**src/rtl/nemu_measure_ctrl_pkg.sv**
```systemverilog
// Shared NEMU definitions: run-sequencer state encoding, default counter width, helpers.
// Latency: n/a (types and constants only).
// Backpressure: n/a.
package nemu_measure_ctrl_pkg;

    // Default width of phase, timestamp and packet counters across NEMU blocks.
    localparam int NEMU_CNT_W = 32;

    // Run-sequencer states; encoding is visible to software through o_state.
    typedef enum logic [2:0] {
        ST_IDLE    = 3'd0,
        ST_WARMUP  = 3'd1,
        ST_MEASURE = 3'd2,
        ST_DRAIN   = 3'd3,
        ST_DONE    = 3'd4
    } nemu_state_e;

    // A run is in progress from the first warm-up cycle until the drain finishes.
    function automatic logic nemu_is_busy(nemu_state_e st);
        return (st == ST_WARMUP) || (st == ST_MEASURE) || (st == ST_DRAIN);
    endfunction

endpackage

```
**src/rtl/nemu_measure_ctrl_if.sv**
```systemverilog
// Control/status bundle between the run sequencer and its host plus the network taps.
// Latency: n/a (wires only).
// Backpressure: none; tx/rx valid vectors are observe-only.
interface nemu_measure_ctrl_if #(
    parameter int PORTS = 16,
    parameter int CNT_W = 32
);
    // Host commands and run configuration
    logic             i_start;
    logic             i_abort;
    logic [CNT_W-1:0] i_warmup_cycles;
    logic [CNT_W-1:0] i_measure_cycles;
    logic [CNT_W-1:0] i_drain_timeout;
    // Per-port network taps
    logic [PORTS-1:0] i_tx_valid;
    logic [PORTS-1:0] i_rx_valid;
    logic [PORTS-1:0] i_fifo_error;
    // Sequencer outputs
    logic [CNT_W-1:0] o_timestamp;
    logic             o_inject_en;
    logic             o_measure;
    logic             o_busy;
    logic             o_done;
    logic             o_timeout;
    logic             o_err;
    logic [2:0]       o_state;
    logic [CNT_W-1:0] o_meas_tx;
    logic [CNT_W-1:0] o_inflight;

    modport master (
        output i_start, i_abort, i_warmup_cycles, i_measure_cycles, i_drain_timeout,
               i_tx_valid, i_rx_valid, i_fifo_error,
        input  o_timestamp, o_inject_en, o_measure, o_busy, o_done, o_timeout, o_err,
               o_state, o_meas_tx, o_inflight
    );

    modport slave (
        input  i_start, i_abort, i_warmup_cycles, i_measure_cycles, i_drain_timeout,
               i_tx_valid, i_rx_valid, i_fifo_error,
        output o_timestamp, o_inject_en, o_measure, o_busy, o_done, o_timeout, o_err,
               o_state, o_meas_tx, o_inflight
    );
endinterface

```
**src/rtl/nemu_popcount.sv**
```systemverilog
// Counts set bits of a per-port valid vector.
// Latency: combinational.
// Backpressure: none.
module nemu_popcount #(
    parameter int PORTS = 16,
    parameter int CW    = $clog2(PORTS + 1)
) (
    input  logic [PORTS-1:0] i_vec,
    output logic [CW-1:0]    o_cnt
);

    // Simple adder chain; PORTS is small so depth is not a concern.
    always_comb begin
        o_cnt = '0;
        for (int i = 0; i < PORTS; i++) begin
            o_cnt = o_cnt + CW'(i_vec[i]);
        end
    end

endmodule

```
**src/rtl/nemu_measure_ctrl.sv**
```systemverilog
// Run sequencer: warm-up, measurement window, drain, done; tracks in-flight packets.
// Latency: all outputs registered; an input affects outputs one cycle after it is sampled.
// Backpressure: none; tx/rx are counted every cycle and never stalled.
module nemu_measure_ctrl
    import nemu_measure_ctrl_pkg::*;
#(
    parameter int PORTS = 16,
    parameter int CNT_W = NEMU_CNT_W
) (
    input  logic               clk,
    input  logic               reset_n,
    nemu_measure_ctrl_if.slave bus
);

    localparam int                PC_W    = $clog2(PORTS + 1);
    localparam logic [CNT_W-1:0]  ONE     = CNT_W'(1);
    localparam logic [CNT_W:0]    CNT_MAX = {1'b0, {CNT_W{1'b1}}};

    nemu_state_e      state_q, state_d;
    logic [CNT_W-1:0] phase_q, phase_d;       // down-counter in WARMUP/MEASURE, up-counter in DRAIN
    logic [CNT_W-1:0] meas_len_q, meas_len_d; // measurement length captured at start
    logic [CNT_W-1:0] tmo_len_q, tmo_len_d;   // drain timeout captured at start
    logic [CNT_W-1:0] ts_q, ts_d;
    logic [CNT_W-1:0] meas_tx_q, meas_tx_d;
    logic [CNT_W-1:0] inflight_q, inflight_d;
    logic             timeout_q, timeout_d;
    logic             err_q, err_d;
    logic             start_run;

    logic [PC_W-1:0]  tx_cnt;
    logic [PC_W-1:0]  rx_cnt;
    logic [CNT_W:0]   fl_sum;
    logic [CNT_W:0]   fl_diff;
    logic [CNT_W:0]   mt_sum;

    nemu_popcount #(.PORTS(PORTS), .CW(PC_W)) u_pop_tx (
        .i_vec (bus.i_tx_valid),
        .o_cnt (tx_cnt)
    );

    nemu_popcount #(.PORTS(PORTS), .CW(PC_W)) u_pop_rx (
        .i_vec (bus.i_rx_valid),
        .o_cnt (rx_cnt)
    );

    // Next-state logic: abort wins, otherwise phase expiry / drain completion / start.
    always_comb begin
        state_d    = state_q;
        phase_d    = phase_q;
        meas_len_d = meas_len_q;
        tmo_len_d  = tmo_len_q;
        timeout_d  = timeout_q;
        start_run  = 1'b0;
        if ((state_q != ST_IDLE) && bus.i_abort) begin
            state_d = ST_IDLE;
        end else begin
            case (state_q)
                ST_IDLE, ST_DONE: begin
                    if (bus.i_start) begin
                        start_run  = 1'b1;
                        meas_len_d = bus.i_measure_cycles;
                        tmo_len_d  = bus.i_drain_timeout;
                        timeout_d  = 1'b0;
                        if (bus.i_warmup_cycles != '0) begin
                            state_d = ST_WARMUP;
                            phase_d = bus.i_warmup_cycles - ONE;
                        end else if (bus.i_measure_cycles != '0) begin
                            state_d = ST_MEASURE;
                            phase_d = bus.i_measure_cycles - ONE;
                        end else begin
                            state_d = ST_DRAIN;
                            phase_d = '0;
                        end
                    end
                end
                ST_WARMUP: begin
                    if (phase_q == '0) begin
                        if (meas_len_q != '0) begin
                            state_d = ST_MEASURE;
                            phase_d = meas_len_q - ONE;
                        end else begin
                            state_d = ST_DRAIN;
                            phase_d = '0;
                        end
                    end else begin
                        phase_d = phase_q - ONE;
                    end
                end
                ST_MEASURE: begin
                    if (phase_q == '0) begin
                        state_d = ST_DRAIN;
                        phase_d = '0;
                    end else begin
                        phase_d = phase_q - ONE;
                    end
                end
                ST_DRAIN: begin
                    // Empty network takes precedence over a coincident timeout.
                    if ((inflight_q == '0) && (tx_cnt == '0) && (rx_cnt == '0)) begin
                        state_d = ST_DONE;
                    end else if ((tmo_len_q != '0) && (phase_q == tmo_len_q - ONE)) begin
                        state_d   = ST_DONE;
                        timeout_d = 1'b1;
                    end else begin
                        phase_d = phase_q + ONE;
                    end
                end
                default: state_d = ST_IDLE;
            endcase
        end
    end

    // Timestamp, in-flight accounting, measured-tx count and sticky error.
    always_comb begin
        ts_d       = ts_q + ONE;
        inflight_d = inflight_q;
        meas_tx_d  = meas_tx_q;
        err_d      = err_q;
        fl_sum     = {1'b0, inflight_q} + (CNT_W+1)'(tx_cnt);
        fl_diff    = fl_sum - (CNT_W+1)'(rx_cnt);
        mt_sum     = {1'b0, meas_tx_q} + (CNT_W+1)'(tx_cnt);
        if (start_run) begin
            inflight_d = '0;
            meas_tx_d  = '0;
            err_d      = 1'b0;
        end else if (state_q != ST_IDLE) begin
            // More ejections than the count allows means lost accounting: clamp and flag.
            if (fl_sum < (CNT_W+1)'(rx_cnt)) begin
                inflight_d = '0;
                err_d      = 1'b1;
            end else if (fl_diff > CNT_MAX) begin
                inflight_d = '1;
            end else begin
                inflight_d = fl_diff[CNT_W-1:0];
            end
            if (state_q == ST_MEASURE) begin
                meas_tx_d = (mt_sum > CNT_MAX) ? '1 : mt_sum[CNT_W-1:0];
            end
            if (nemu_is_busy(state_q) && (bus.i_fifo_error != '0)) begin
                err_d = 1'b1;
            end
        end
    end

    // State and counter registers with synchronous active-low reset.
    always_ff @(posedge clk) begin
        if (!reset_n) begin
            state_q    <= ST_IDLE;
            phase_q    <= '0;
            meas_len_q <= '0;
            tmo_len_q  <= '0;
            ts_q       <= '0;
            meas_tx_q  <= '0;
            inflight_q <= '0;
            timeout_q  <= 1'b0;
            err_q      <= 1'b0;
        end else begin
            state_q    <= state_d;
            phase_q    <= phase_d;
            meas_len_q <= meas_len_d;
            tmo_len_q  <= tmo_len_d;
            ts_q       <= ts_d;
            meas_tx_q  <= meas_tx_d;
            inflight_q <= inflight_d;
            timeout_q  <= timeout_d;
            err_q      <= err_d;
        end
    end

    // Moore decodes of the registered state plus registered counters.
    assign bus.o_state     = state_q;
    assign bus.o_inject_en = (state_q == ST_WARMUP) || (state_q == ST_MEASURE);
    assign bus.o_measure   = (state_q == ST_MEASURE) || (state_q == ST_DRAIN);
    assign bus.o_busy      = nemu_is_busy(state_q);
    assign bus.o_done      = (state_q == ST_DONE);
    assign bus.o_timeout   = timeout_q;
    assign bus.o_err       = err_q;
    assign bus.o_timestamp = ts_q;
    assign bus.o_meas_tx   = meas_tx_q;
    assign bus.o_inflight  = inflight_q;

endmodule
```
**src/flat_wrapper.sv**
```systemverilog
// flat-port wrapper written by rule: the top's interface ports become plain ports
module nemu_measure_ctrl_flat import nemu_measure_ctrl_pkg::*;
#(
    parameter int PORTS = 16,
    parameter int CNT_W = NEMU_CNT_W
)
  (clk, reset_n, bus_i_start, bus_i_abort, bus_i_warmup_cycles, bus_i_measure_cycles, bus_i_drain_timeout, bus_i_tx_valid, bus_i_rx_valid, bus_i_fifo_error, bus_o_timestamp, bus_o_inject_en, bus_o_measure, bus_o_busy, bus_o_done, bus_o_timeout, bus_o_err, bus_o_state, bus_o_meas_tx, bus_o_inflight);
  nemu_measure_ctrl_if #(.PORTS(PORTS), .CNT_W(CNT_W)) bus_i ();
  input  logic clk;
  input  logic reset_n;
  input wire logic [$bits(bus_i.i_start)-1:0] bus_i_start;
  input wire logic [$bits(bus_i.i_abort)-1:0] bus_i_abort;
  input wire logic [$bits(bus_i.i_warmup_cycles)-1:0] bus_i_warmup_cycles;
  input wire logic [$bits(bus_i.i_measure_cycles)-1:0] bus_i_measure_cycles;
  input wire logic [$bits(bus_i.i_drain_timeout)-1:0] bus_i_drain_timeout;
  input wire logic [$bits(bus_i.i_tx_valid)-1:0] bus_i_tx_valid;
  input wire logic [$bits(bus_i.i_rx_valid)-1:0] bus_i_rx_valid;
  input wire logic [$bits(bus_i.i_fifo_error)-1:0] bus_i_fifo_error;
  output wire logic [$bits(bus_i.o_timestamp)-1:0] bus_o_timestamp;
  output wire logic [$bits(bus_i.o_inject_en)-1:0] bus_o_inject_en;
  output wire logic [$bits(bus_i.o_measure)-1:0] bus_o_measure;
  output wire logic [$bits(bus_i.o_busy)-1:0] bus_o_busy;
  output wire logic [$bits(bus_i.o_done)-1:0] bus_o_done;
  output wire logic [$bits(bus_i.o_timeout)-1:0] bus_o_timeout;
  output wire logic [$bits(bus_i.o_err)-1:0] bus_o_err;
  output wire logic [$bits(bus_i.o_state)-1:0] bus_o_state;
  output wire logic [$bits(bus_i.o_meas_tx)-1:0] bus_o_meas_tx;
  output wire logic [$bits(bus_i.o_inflight)-1:0] bus_o_inflight;
  assign bus_i.i_start = bus_i_start;
  assign bus_i.i_abort = bus_i_abort;
  assign bus_i.i_warmup_cycles = bus_i_warmup_cycles;
  assign bus_i.i_measure_cycles = bus_i_measure_cycles;
  assign bus_i.i_drain_timeout = bus_i_drain_timeout;
  assign bus_i.i_tx_valid = bus_i_tx_valid;
  assign bus_i.i_rx_valid = bus_i_rx_valid;
  assign bus_i.i_fifo_error = bus_i_fifo_error;
  assign bus_o_timestamp = bus_i.o_timestamp;
  assign bus_o_inject_en = bus_i.o_inject_en;
  assign bus_o_measure = bus_i.o_measure;
  assign bus_o_busy = bus_i.o_busy;
  assign bus_o_done = bus_i.o_done;
  assign bus_o_timeout = bus_i.o_timeout;
  assign bus_o_err = bus_i.o_err;
  assign bus_o_state = bus_i.o_state;
  assign bus_o_meas_tx = bus_i.o_meas_tx;
  assign bus_o_inflight = bus_i.o_inflight;
  nemu_measure_ctrl #(.PORTS(PORTS), .CNT_W(CNT_W)) u_core (.clk(clk), .reset_n(reset_n), .bus(bus_i));
endmodule
```
**config.mk**
```make
export PLATFORM = sky130hd
export DESIGN_NAME = nemu_measure_ctrl_flat
export DESIGN_NICKNAME = d
export VERILOG_FILES = /design/src/rtl/nemu_measure_ctrl_pkg.sv /design/src/rtl/nemu_measure_ctrl_if.sv /design/src/rtl/nemu_popcount.sv /design/src/rtl/nemu_measure_ctrl.sv /design/src/flat_wrapper.sv
export SDC_FILE = /design/constraint.sdc
export NUM_CORES = 1
export LEC_CHECK = 0
export CAP_MARGIN = 10
export CELL_PAD_IN_SITES_DETAIL_PLACEMENT = 0
export CELL_PAD_IN_SITES_GLOBAL_PLACEMENT = 2
export CORE_ASPECT_RATIO = 0.8
export CORE_UTILIZATION = 33
export CTS_CLUSTER_DIAMETER = 80
export DETAILED_ROUTE_END_ITERATION = 8
export PLACE_DENSITY = 0.95
export SYNTH_ARGS = -nofsm -noshare
export SYNTH_HDL_FRONTEND = slang
export SYNTH_SLANG_ARGS = --single-unit
```
**constraint.sdc**
```tcl
create_clock -name clk -period 17.85 [get_ports clk]
set_input_delay 4.4625 -clock clk [delete_from_list [all_inputs] [get_ports clk]]
set_output_delay 4.4625 -clock clk [all_outputs]
set_load 0.1 [all_outputs]
```
Word-level counts from Yosys, hierarchy flattened
Index checks and enable logic that the tools add are counted.

$add $sub $neg: 40. $lt $le $gt $ge: 3. Eq/ne operators: 12. Mux-type cells: 30. Bitwise logic cells: 2. Reduce and logical (&&, ||, !) cells: 31.

Operators with widths (count): two-way mux 32 bit (11); subtractor 32 x 1 -> 32 bit, second input constant (5); one-hot mux 32 bit (4 select lines) (1); nonzero test 32 bit (4); adder 5 x 1 -> 5 bit (22); adder 32 x 5 -> 33 bit (2); greater-than comparator 33 x 32 -> 1 bit, second input constant (2); adder 32 x 1 -> 32 bit, second input constant (2); zero test 32 bit (2); < comparator 33 x 5 -> 1 bit (1); subtractor 33 x 5 -> 33 bit (1); == test 32 bit (1); two-way mux 3 bit (6); nonzero test 16 bit (1); one-hot mux 3 bit (4 select lines) (1); adder 4 x 1 -> 5 bit (2); zero test 5 bit (2); two-way mux 1 bit (10); AND reduction 5 bit (2); adder 3 x 1 -> 4 bit (2); adder 2 x 1 -> 3 bit (2); == test 3 x 2 -> 1 bit, second input constant (2); != test 2 x 1 -> 1 bit, second input constant (3); != test 2 bit, second input constant (3); 16 further kinds (28).

Register bits: 197. Input port bits: 148. Output and inout bits: 105. Logic and storage cells: 127.

Longest topological paths before layout
Gate-level depths: netlist of the first run.

Depth in word-level cells: 20. Depth in mapped cells: 29. Depth with buffers taken out: 26.

Hierarchy
A second synthesis of the first run with hierarchy kept.

Cell total of the unflattened synthesis: 2234. Area total of the unflattened synthesis: 16105.4 µm².

Modules (own cells, without submodules): nemu_measure_ctrl (instances 1, cells an instance 2140, area each 15289.7 µm², seq. area each 3943.8 µm²); nemu_popcount (instances 2, cells an instance 47, area each 407.9 µm², seq. area each 0.0 µm²).

Least setup slack after synthesis of the first run
Ideal clock, no wire load.

Kind: input to register. From: input bus_i_tx_valid[0]. To: register u_core.inflight_q[20], in the netlist u_core.bus.o_inflight[20]. Setup time: 0.116 ns. Arrival time: 10.744 ns. Required time: 17.734 ns. Path slack: 6.990 ns. Stages on the path: 27. Buffers on the path: 3. Cell sequence: inv_1 fa_1 fa_1 fa_1 fa_1 inv_1 ha_1 fa_1 inv_1 fa_1 nand2b_1 nand2b_1 a21oi_1 xnor2_1 ha_1 nor2_1 a21oi_1 nor3_1 o211ai_1 nor4_1 and3_1 buf_2 a211o_1 buf_2 buf_4 a21oi_1 a21o_1.

Longest elaborated chain between the ends: 20. Elaborated cells between the ends (all ways): 21. Classes of those cells: add/sub: 17; order compare: 2; mux: 2.

RTL lines: from (decl) (line flat_wrapper.sv:16) `input wire logic [$bits(bus_i.i_tx_valid)-1:0] bus_i_tx_valid;`; adder 1 x 1 -> 2 bit (*) (line nemu_popcount.sv:16) `o_cnt = o_cnt + CW'(i_vec[i]);`; adder 2 x 1 -> 3 bit (*) (line nemu_popcount.sv:16); adder 3 x 1 -> 4 bit (*) (line nemu_popcount.sv:16); adder 4 x 1 -> 5 bit (*) (line nemu_popcount.sv:16); adder 5 x 1 -> 5 bit (*) (11 in a row) (line nemu_popcount.sv:16); adder 32 x 5 -> 33 bit (*) (line nemu_measure_ctrl.sv:119) `fl_sum = {1'b0, inflight_q} + (CNT_W+1)'(tx_cnt);`; subtractor 33 x 5 -> 33 bit (line nemu_measure_ctrl.sv:120) `fl_diff = fl_sum - (CNT_W+1)'(rx_cnt);`; greater-than comparator 33 x 32 -> 1 bit (line nemu_measure_ctrl.sv:131) `end else if (fl_diff > CNT_MAX) begin`; two-way mux 32 bit (line nemu_measure_ctrl.sv:131); two-way mux 32 bit (*) (line nemu_measure_ctrl.sv:128) `if (fl_sum < (CNT_W+1)'(rx_cnt)) begin`; to (signal assigned) (line nemu_measure_ctrl.sv:164) `inflight_q <= inflight_d;`; to (decl) (line nemu_measure_ctrl.sv:25) `logic [CNT_W-1:0] inflight_q, inflight_d;`.

Mark *: on every way between the ends. The rest lies on a longest branch, timed or not. A chain may end at the register's enable or synchronous reset.

Final worst setup path of the first run
From: input bus_i_tx_valid[0]. To: register u_core.inflight_q[16], in the netlist u_core.bus.o_inflight[16].

Same word-level chain as after synthesis.

==> impl_results.md, run 1 <==
- Drt pass-1 iters: 5
- Setup CP Type: in2reg
- Yosys reg bits: 197
- Endpoints failing setup: 0
- Final ANT Viol Nets: 0
- Reg area: roughly 0.0039 mm²
- # H-tree levels: 4
- Fin crit period: between 10000 and 15000 ps
- Synth Warn #: 0
- Ys flop type: dfxtp_1
- Top delay family on crit path: adder cells
- Comb pwr share: around 65%
- CP Max Fanout: 18
- Fraction of layout instances using a drive strength above 1: roughly 3.6%
- CTS tree: yes
- Clock Skew: 20.49 ps
- Post-synth EDFFs: 0
- Ports: about 250
- Cell area after synthesis: 0.01548 mm²
- Starting Density: roughly a third
- Cts repair resizes: 0
- Post-synth top area share: between 20 and 30%
- Pwr Total: between 0.003 and 0.004 W
- Hold crit path type: reg2reg
- Wire length per cell: 18.58 µm
- Slew Limit Headroom: a little under a quarter
- Setup Fix Bufs, Post-CTS: 0
- Drt first-iter violations: around 1400
- Clk Tree Root Cell: clkbuf_16
- CTS Sinks: 197
- GPL Wtd Cong: 0.9014
- Residual DRC: 0
- Final period utilization: about 69%
- Reg-to-reg endpoint: u_core.bus.o_inflight[16]
- Crit path buffers/inverters: 4
- Worst Setup EP: u_core.bus.o_inflight[16]
- Max-cap viol count: 0
- Syn Inst Count: ~2100
- Post-Syn Nets: between 2000 and 2500
- Die W: about 240 µm
- Switching pwr: ~0.0017 W
- Core Area: between 0.04 and 0.05 mm²
- Synth top cells by count: 260 x nand2_1, 197 x dfxtp_1, 192 x a21oi_1, 164 x nor2_1, 126 x xnor2_1
- CTS clk-pin slew, worst paths: about 80 ps
- Top post-synthesis cells by area: dfxtp_1 25%, xnor2_1 7.1%, nand2_1 6.3%, a21oi_1 6.2%, xor2_1 5.0%
- Drt total wl: about 54 mm
- Asr flop ratio synth: 0%
- Die Height: 195.7 µm
- Sequential Power Share: a little under a quarter
- Vias in the first global route: around 15000
- Power share of the clock group: 12.4%
- Total gr overflow: 0
- Nets@finish: between 2000 and 2500
- Total GRT Usage: 22.09%
- Cell leakage power: ~6.7 nW
- Bufs on Longest Clock Path: 2
- Critical path's largest stage delay: roughly 750 ps
- CTS buffer count: 17
- Count leader, synth: nand2_1
- Sequential area share after synthesis: 25.47%
- Min setup slack post-route: approximately 5600 ps
- Crit Reg-Reg Startpoint: u_core.bus.o_inflight[0]
- Fill count: 4721
- CP most frequent cell: fa_1
- Placement Setup Slack: 5188 ps
- Slowest cell on the critical path: nor4_1
- Vias per inst: 5.590
- FF-to-FF setup slack: about 12000 ps
- Layout area overhead: 22.24%
- DR vias: 16140
- Setup crit start: bus_i_tx_valid[0]
- CP arrival: 12630 ps
- Row cnt: 70
- Max rail drop VDD: ~0.087 mV
- Multi-input gate area: 0.01067 mm²
- Synth cell types: 78
- Synthesized area per cell: between 7 and 8 µm²
- R2R cell count: 17
- Max-slew violations: 0
- Die area: approximately 0.048 mm²
- Pint: 0.001474 W
- Hold Fails Final Rpt: 0
- PD cells: around 170 mW/mm²
- Utilization after layout: between 40% and 50%
- Buffers on Ports: 252
- Initial antenna violation count: 2
- First-pass GRT wire length: roughly 85 mm
- Dominant cell type by area after synthesis: dfxtp_1
- Critical Path Source Type: input pin
- CP Capture Type: flop
- Hold buffer count at cts: 0
- Slew @ Worst Pin: between 1000 and 1500 ps
- Status: complete, no violations
- Peak Freq: 81.50 MHz
- Largest net degree at the start of global routing: between 80 and 90
- Setup TNS: 0 ps
- Ant diodes: 0
- Clk_lat worst skew: ~480 ps
- Dpl hpwl: 40.82 mm
- Switching Fraction: between 50% and 60%
- WP depth: 25
- Worst EP required: approximately 18000 ps
- RSZ-0062 raised after global routing: no
metal layers:
layer  GRT usage (%)  routed length [µm]
met4           5.509                1055
met1           34.05               27170
met2           30.71               21940
met3           4.254                3442
met5               0                  27
cells by family (layout without fill, tap and decap cells):
kind of cell    count (synthesis)  after routing  share of synthesized area (%)
fa+ha+maj                      58             58                          5.802
buf+inv                       228            386                          5.899
simple gates                  888            888                          28.31
flops                         197            197                          25.47
compound gates                518            518                          21.34
mux                            13             13                          1.018
xor+xnor                      215            215                          12.16
per-stage QoR:
stage | area, µm² | instances | hold WS, ps
finish | 18930 | 2887 | 472.3
global route | 18930 | 2887 | 501.3
CTS | 18930 | 2887 | 475.8
detailed placement | 18340 | 2855 | 454.8
global placement | 18340 | 2855 | 451.1
floorplan | 15480 | 2117 | 449.1
registers in the layout, summed over array words and instances (netlist names):
name / cells
u_core.bus.o_timeout: 1
u_core.bus.o_meas_tx: 32
u_core.meas_len_q: 32
u_core.phase_q: 32
u_core.bus.o_err: 1
u_core.bus.o_state: 3
u_core.tmo_len_q: 32
u_core.bus.o_timestamp: 32
u_core.bus.o_inflight: 32
power groups by stage:
stage	Clock (W)	Combinational, W	Sequential (W)
floorplan	0	0.00151	0.000703
global placement	0	0.00198	0.000713
detailed placement	0	0.00200	0.000717
CTS	0.000401	0.00202	0.000706
global route	0.000420	0.00223	0.000731
finish	0.000389	0.00204	0.000714
layout make-up:
type	instances	share of cell area, %
flip-flops and latches	197	20.84
inverters	85	1.692
clock buffers	18	2.267
multi-input cells	1692	56.36
well taps	612	4.046
repair buffers	269	13.98
clock inverters	14	0.8263
worst min-delay path, delay by kind of cell (launching register included):
| kind | cells | cell delay (ps) |
|---|---|---|
| compound gates | 1 | 60 |
| flops | 1 | 330 |
| simple gates | 1 | 40 |
worst min-delay path by stage:
stage,cells after the start,from,to,slack [ps]
after floorplan,2,u_core.meas_len_q[8],u_core.meas_len_q[8],450
after global routing,2,u_core.meas_len_q[29],u_core.meas_len_q[29],500
after global placement,2,u_core.bus.o_timeout,u_core.bus.o_timeout,450
after detailed placement,2,u_core.bus.o_timeout,u_core.bus.o_timeout,450
final,2,u_core.bus.o_timeout,u_core.bus.o_timeout,470
after CTS,2,u_core.bus.o_timeout,u_core.bus.o_timeout,480
cell usage in the layout, fill, tap and decap left out, types with 25 or more instances in the layout:
master,count
nand2_1,260
clkdlybuf4s50_1,251
dfxtp_1,197
a21oi_1,192
nor2_1,163
xnor2_1,126
nand3_1,100
nor3_1,94
xor2_1,89
o21ai_0,84
inv_1,83
nor4_1,63
nand4_1,40
ha_1,35
a21o_1,31
and3_1,27
or3_1,25
(Power assumes the default switching activity.)
==> run 2: changes to the inputs <==
- CORE_UTILIZATION: 33 -> 31
- PLACE_DENSITY: 0.95 -> 0.91
- clock period: 17.85 -> 12.1 ns (I/O delays scaled with it)
==> run 2 against run 1 <==
Effect of this change: sequential share of layout area down 0.14 points; global-route usage shrank 1.1 points; clock-buffer cell count fell by 1; critical path type unchanged; via count is 0.27% lower; routed wire length rose by 0.60%; worst setup slack lost 4100 ps; critical path depth down 2; first-iteration DRC count is 5.9% higher.
==> impl_results.md, run 2 (synthesis gave the netlist of run 1 again) <==
- Setup Fix Bufs, Post-CTS: 0
- RSZ-0062 raised after global routing: no
- CTS clk-pin slew, worst paths: 90 ps
- Endpoints failing setup: 0
- Clk_lat worst skew: 470 ps
- Crit Reg-Reg Startpoint: u_core.bus.o_inflight[0]
- Comb pwr share: 64.3%
- Dpl hpwl: 41.50 mm
- Residual DRC: 0
- Slew @ Worst Pin: between 1000 and 1500 ps
- Die area: 0.05085 mm²
- Setup TNS: 0 ps
- Most frequent cells in the layout: 260 x nand2_1, 251 x clkdlybuf4s50_1, 197 x dfxtp_1
- Hold Fails Final Rpt: 0
- Drt first-iter violations: approximately 1500
- DR vias: about 16000
- Initial antenna violation count: 1
- Final period utilization: between 80% and 90%
- CP Capture Type: flop
- Multi-input gate area: 0.01065 mm²
- Clk Tree Root Cell: clkbuf_16
- Peak Freq: between 90 and 100 MHz
- Max-slew violations: 0
- Layout area overhead: 23.05%
- CP Max Fanout: 18
- Sequential Power Share: between 20 and 25%
- Vias in the first global route: 15060
- Largest net degree at the start of global routing: 90
- R2R cell count: 15
- First-pass GRT wire length: roughly 85 mm
- PD cells: 244.1 mW/mm²
- Final ANT Viol Nets: 0
- Placed cell areas: about 0.018 mm²
- Max rail drop VDD: ~0.16 mV
- Fraction of layout instances using a drive strength above 1: between 3 and 4%
- Power share of the clock group: around an eighth
- Worst hold path endpoint: u_core.bus.o_timeout
- Nets@finish: between 2000 and 2500
- Clock Skew: approximately 13 ps
- Fill count: between 5000 and 6000
- Final Instance Area: 0.01905 mm²
- Bufs on Longest Clock Path: 2
- Fin crit period: between 10000 and 15000 ps
- CTS buffer count: 17
- Vias per inst: between 5 and 6
- Hold buffer count at cts: 0
- Reg-to-reg endpoint: u_core.bus.o_inflight[16]
- Leading cell type in the layout, fill and taps excluded: nand2_1
- Drt total wl: between 50 and 60 mm
- FF-to-FF setup slack: around 6700 ps
- Cts repair resizes: 0
- Slew Limit Headroom: roughly a fifth
- Row cnt: between 70 and 80
- Ports: between 200 and 300
- Status: complete, no violations
- Switching pwr: 0.002451 W
- GPL Wtd Cong: approximately 0.85
- Core Area: 0.04883 mm²
- Max-cap viol count: 0
- Pwr Total: about 0.0046 W
- Worst EP required: 12470 ps
- Die Height: 201.9 µm
- CTS tree: yes
- Switching Fraction: between 50% and 60%
- Cells on Worst Hold Path: 2
- Cell leakage power: between 6 and 7 nW
- CP arrival: ~11000 ps
- Die W: around 250 µm
- Starting Density: a little under a third
- Setup CP Type: in2reg
- Total GRT Usage: 21.02%
- Hold crit path type: reg2reg
- Wire length per cell: around 18 µm
- Drt pass-1 iters: 7
- Critical Path Source Type: input pin
- # H-tree levels: 4
- Buffers on Ports: between 200 and 300
- Worst hold start: u_core.bus.o_timeout
- Reg area: roughly 0.0039 mm²
- Pint: between 0.002 and 0.0025 W
- Total gr overflow: 0
- CTS Sinks: a little under 200
-- run 2: worst max-delay path: stages --
cell	delay, ps
clkdlybuf4s50_1	450
inv_1	50
fa_1	560
fa_1	440
fa_1	480
fa_1	490
inv_1	40
ha_1	200
fa_1	590
inv_1	120
fa_1	510
inv_1	70
ha_1	290
nor2b_1	140
o31ai_1	310
a21oi_1	150
nor3_1	470
o211ai_1	390
nor4_1	730
and3_1	440
a211o_1	650
o21ai_0	200
a21o_1	210
-- run 2: how the worst max path moves through the flow --
stage,from,endpoint,slack [ps],depth (start not counted)
2_1_floorplan,bus_i_tx_valid[0],u_core.bus.o_inflight[20],2680,27
3_3_place_gp,bus_i_tx_valid[0],u_core.bus.o_inflight[16],1250,25
3_5_place_dp,bus_i_tx_valid[0],u_core.bus.o_inflight[16],1020,23
4_1_cts,bus_i_tx_valid[0],u_core.bus.o_inflight[16],1510,23
5_1_grt,bus_i_tx_valid[0],u_core.bus.o_inflight[16],980,25
6_report,bus_i_tx_valid[0],u_core.bus.o_inflight[16],1470,23
-- run 2: power groups by stage --
stage | Combinational, W | Clock (W) | Sequential (W)
detailed placement | 0.00295 | 0 | 0.00106
floorplan | 0.00223 | 0 | 0.00104
CTS | 0.00297 | 0.000626 | 0.00104
global placement | 0.00293 | 0 | 0.00105
global route | 0.00329 | 0.000650 | 0.00108
finish | 0.00299 | 0.000611 | 0.00105
-- run 2: final cells by class --
type,count,share of cell area (%)
Clock buffer,17,2.233
Multi-Input combinational cell,1692,55.90
Antenna cell,1,0.01313
Timing Repair Buffer,273,14.04
Tap cell,666,4.374
Clock inverter,15,1.064
Sequential cell,197,20.70
Inverter,85,1.681
-- run 2: stage by stage --
| stage | utilization [%] | cells | worst slack (ps) | hold WS [ps] |
|---|---|---|---|---|
| global placement | 37.73 | 2913 | 1253 | 443.2 |
| global route | 39.02 | 2945 | 984.8 | 505.8 |
| finish | 39.02 | 2946 | 1473 | 469.5 |
| CTS | 39.02 | 2945 | 1506 | 472.1 |
| detailed placement | 37.73 | 2913 | 1016 | 452.3 |
| floorplan | - | 2117 | 2677 | 449.1 |
-- run 2: routing by layer --
metal | GRT usage, % | up-vias | wire, µm
li1 | - | 7927 | -
met1 | 31.92 | 7624 | 27360
met4 | 5.693 | 0 | 1082
met5 | 0 | - | 0
met2 | 30.34 | 480 | 22440
met3 | 3.155 | 63 | 3076
==> run 3: changes to the inputs <==
- SLEW_MARGIN: not set -> 20
==> run 3 against run 2 <==
Effect of this change: first-iteration DRC count shrank 1.4%; sequential share of layout area is essentially flat; routed wire length is essentially flat; flip-flop and latch count is the same; combinational power is essentially flat; total power is essentially flat; die area is the same; clock power is essentially flat; sequential power is essentially flat; design area is essentially flat; cell count is the same.
==> impl_results.md, run 3 (synthesis gave the netlist of run 1 again) <==
- Nets@finish: around 2500
- Row cnt: just over 70
- Worst EP required: between 10000 and 15000 ps
- Dpl hpwl: just over 40 mm
- Starting Density: between 30% and 40%
- Max-slew violations: 0
- Slew @ Worst Pin: ~1100 ps
- Sequential Power Share: between 20% and 30%
- Core Area: slightly below 0.05 mm²
- RSZ-0062 raised after global routing: no
- CTS tree: yes
- Clock Skew: about 13 ps
- Die W: ~250 µm
- Fin Hold WS: roughly 470 ps
- Total GRT Usage: between 20% and 30%
- CTS clk-pin slew, worst paths: 80 ps
- Vias per inst: 5.466
- Hold Fails Final Rpt: 0
- Endpoints failing setup: 0
- Power share of the clock group: between 10% and 20%
- CP Max Fanout: 18
- Hold crit path type: reg2reg
- Buffers on Ports: ~250
- Multi-input gate area: 0.01066 mm²
- Utilization after layout: about two fifths
- Leading cell type in the layout, fill and taps excluded: nand2_1
- Fin crit period: between 10000 and 15000 ps
- Slew Limit Headroom: between 20% and 30%
- # H-tree levels: 4
- Final ANT Viol Nets: 0
- Status: complete, no violations
- Max-cap viol count: 0
- Layout area overhead: 23.09%
- Cell leakage power: around 6.7 nW
- Switching Fraction: a little over half
- Final Instance Area: around 0.019 mm²
- Total gr overflow: 0
- Die area: ~0.051 mm²
- Most frequent cells in the layout: 258 x nand2_1, 251 x clkdlybuf4s50_1, 197 x dfxtp_1
- Pwr Total: ~0.0046 W
- CTS Sinks: 197
- DR vias: between 15000 and 20000
- Drt pass-1 iters: 5
- Ports: roughly 250
- Switching pwr: approximately 0.0024 W
- Final period utilization: between 80% and 90%
- CP arrival: approximately 11000 ps
- Critical Path Source Type: input pin
- Pint: 0.002199 W
- Setup Fix Bufs, Post-CTS: 0
- Clk_lat worst skew: 470 ps
- Cts repair resizes: 0
- Setup TNS: 0 ps
- Largest net degree at the start of global routing: 90
- Drt first-iter violations: about 1400
- Die Height: 201.9 µm
- GPL Wtd Cong: about 0.85
- First-pass GRT wire length: around 85 mm
- Peak Freq: about 94 MHz
- Comb pwr share: 64.3%
- Setup CP Type: in2reg
- Drt total wl: roughly 54 mm
- Hold buffer count at cts: 0
- CP Capture Type: flop
- Clk Tree Root Cell: clkbuf_16
- PD cells: ~240 mW/mm²
- Fraction of layout instances using a drive strength above 1: approximately 4%
- Initial antenna violation count: 1
- Bufs on Longest Clock Path: 2
- Placed cell areas: about 0.018 mm²
- Fill count: approximately 5200
- Residual DRC: 0
- Vias in the first global route: 15060
- Max rail drop VDD: approximately 0.16 mV
- Reg area: between 0.003 and 0.004 mm²
- Wire length per cell: roughly 18 µm
- CTS buffer count: 17
run 3: cell counts in the layout (fill, tap and decap cells not counted):
No cell type changed its count.
run 3: power groups by stage:
stage / Combinational (W) / Clock (W) / Sequential, W
floorplan: 0.00223 / 0 / 0.00104
global placement: 0.00293 / 0 / 0.00105
detailed placement: 0.00295 / 0 / 0.00106
CTS: 0.00297 / 0.000626 / 0.00104
global route: 0.00329 / 0.000650 / 0.00108
finish: 0.00299 / 0.000610 / 0.00105
run 3: worst paths after layout:
kind	start	to	slack, ps	cells after the start
min	u_core.bus.o_timeout	u_core.bus.o_timeout	470	2
max reg2reg	u_core.bus.o_inflight[0]	u_core.bus.o_inflight[16]	6740	15
min reg2reg	u_core.bus.o_timeout	u_core.bus.o_timeout	470	2
max	bus_i_tx_valid[0]	u_core.bus.o_inflight[16]	1490	23
run 3: layout make-up:
class | count | share of cell area (%)
antenna | 1 | 0.01313
timing repair buffer | 273 | 14.04
sequential | 197 | 20.69
tap | 666 | 4.372
inverter | 85 | 1.681
clock inverter | 15 | 1.064
multi-input combinational | 1692 | 55.91
clock buffer | 17 | 2.232
run 3: worst max-delay path, stage by stage:
cell and delay [ps]:
clkdlybuf4s50_1 450, inv_1 50, fa_1 560, fa_1 440
fa_1 480, fa_1 490, inv_1 40, ha_1 200
fa_1 590, inv_1 120, fa_1 510, inv_1 70
ha_1 290, nor2b_1 140, o31ai_1 310, a21oi_1 150
nor3_1 470, o211ai_1 390, nor4_1 720, and3_1 440
a211o_1 640, o21ai_0 200, a21o_1 210
run 3: through the flow:
stage / instances / setup WS [ps]
detailed placement: 2913 / 1016
CTS: 2945 / 1506
finish: 2946 / 1490
global placement: 2913 / 1253
floorplan: 2117 / 2677
global route: 2945 / 984.8
run 3: per-layer routing:
metal	wire length [µm]	up-vias	track usage (%)
li1	-	7924	-
met1	27260	7614	31.92
met2	22410	508	30.34
met3	3228	58	3.155
met4	1052	0	5.693
met5	0	-	0
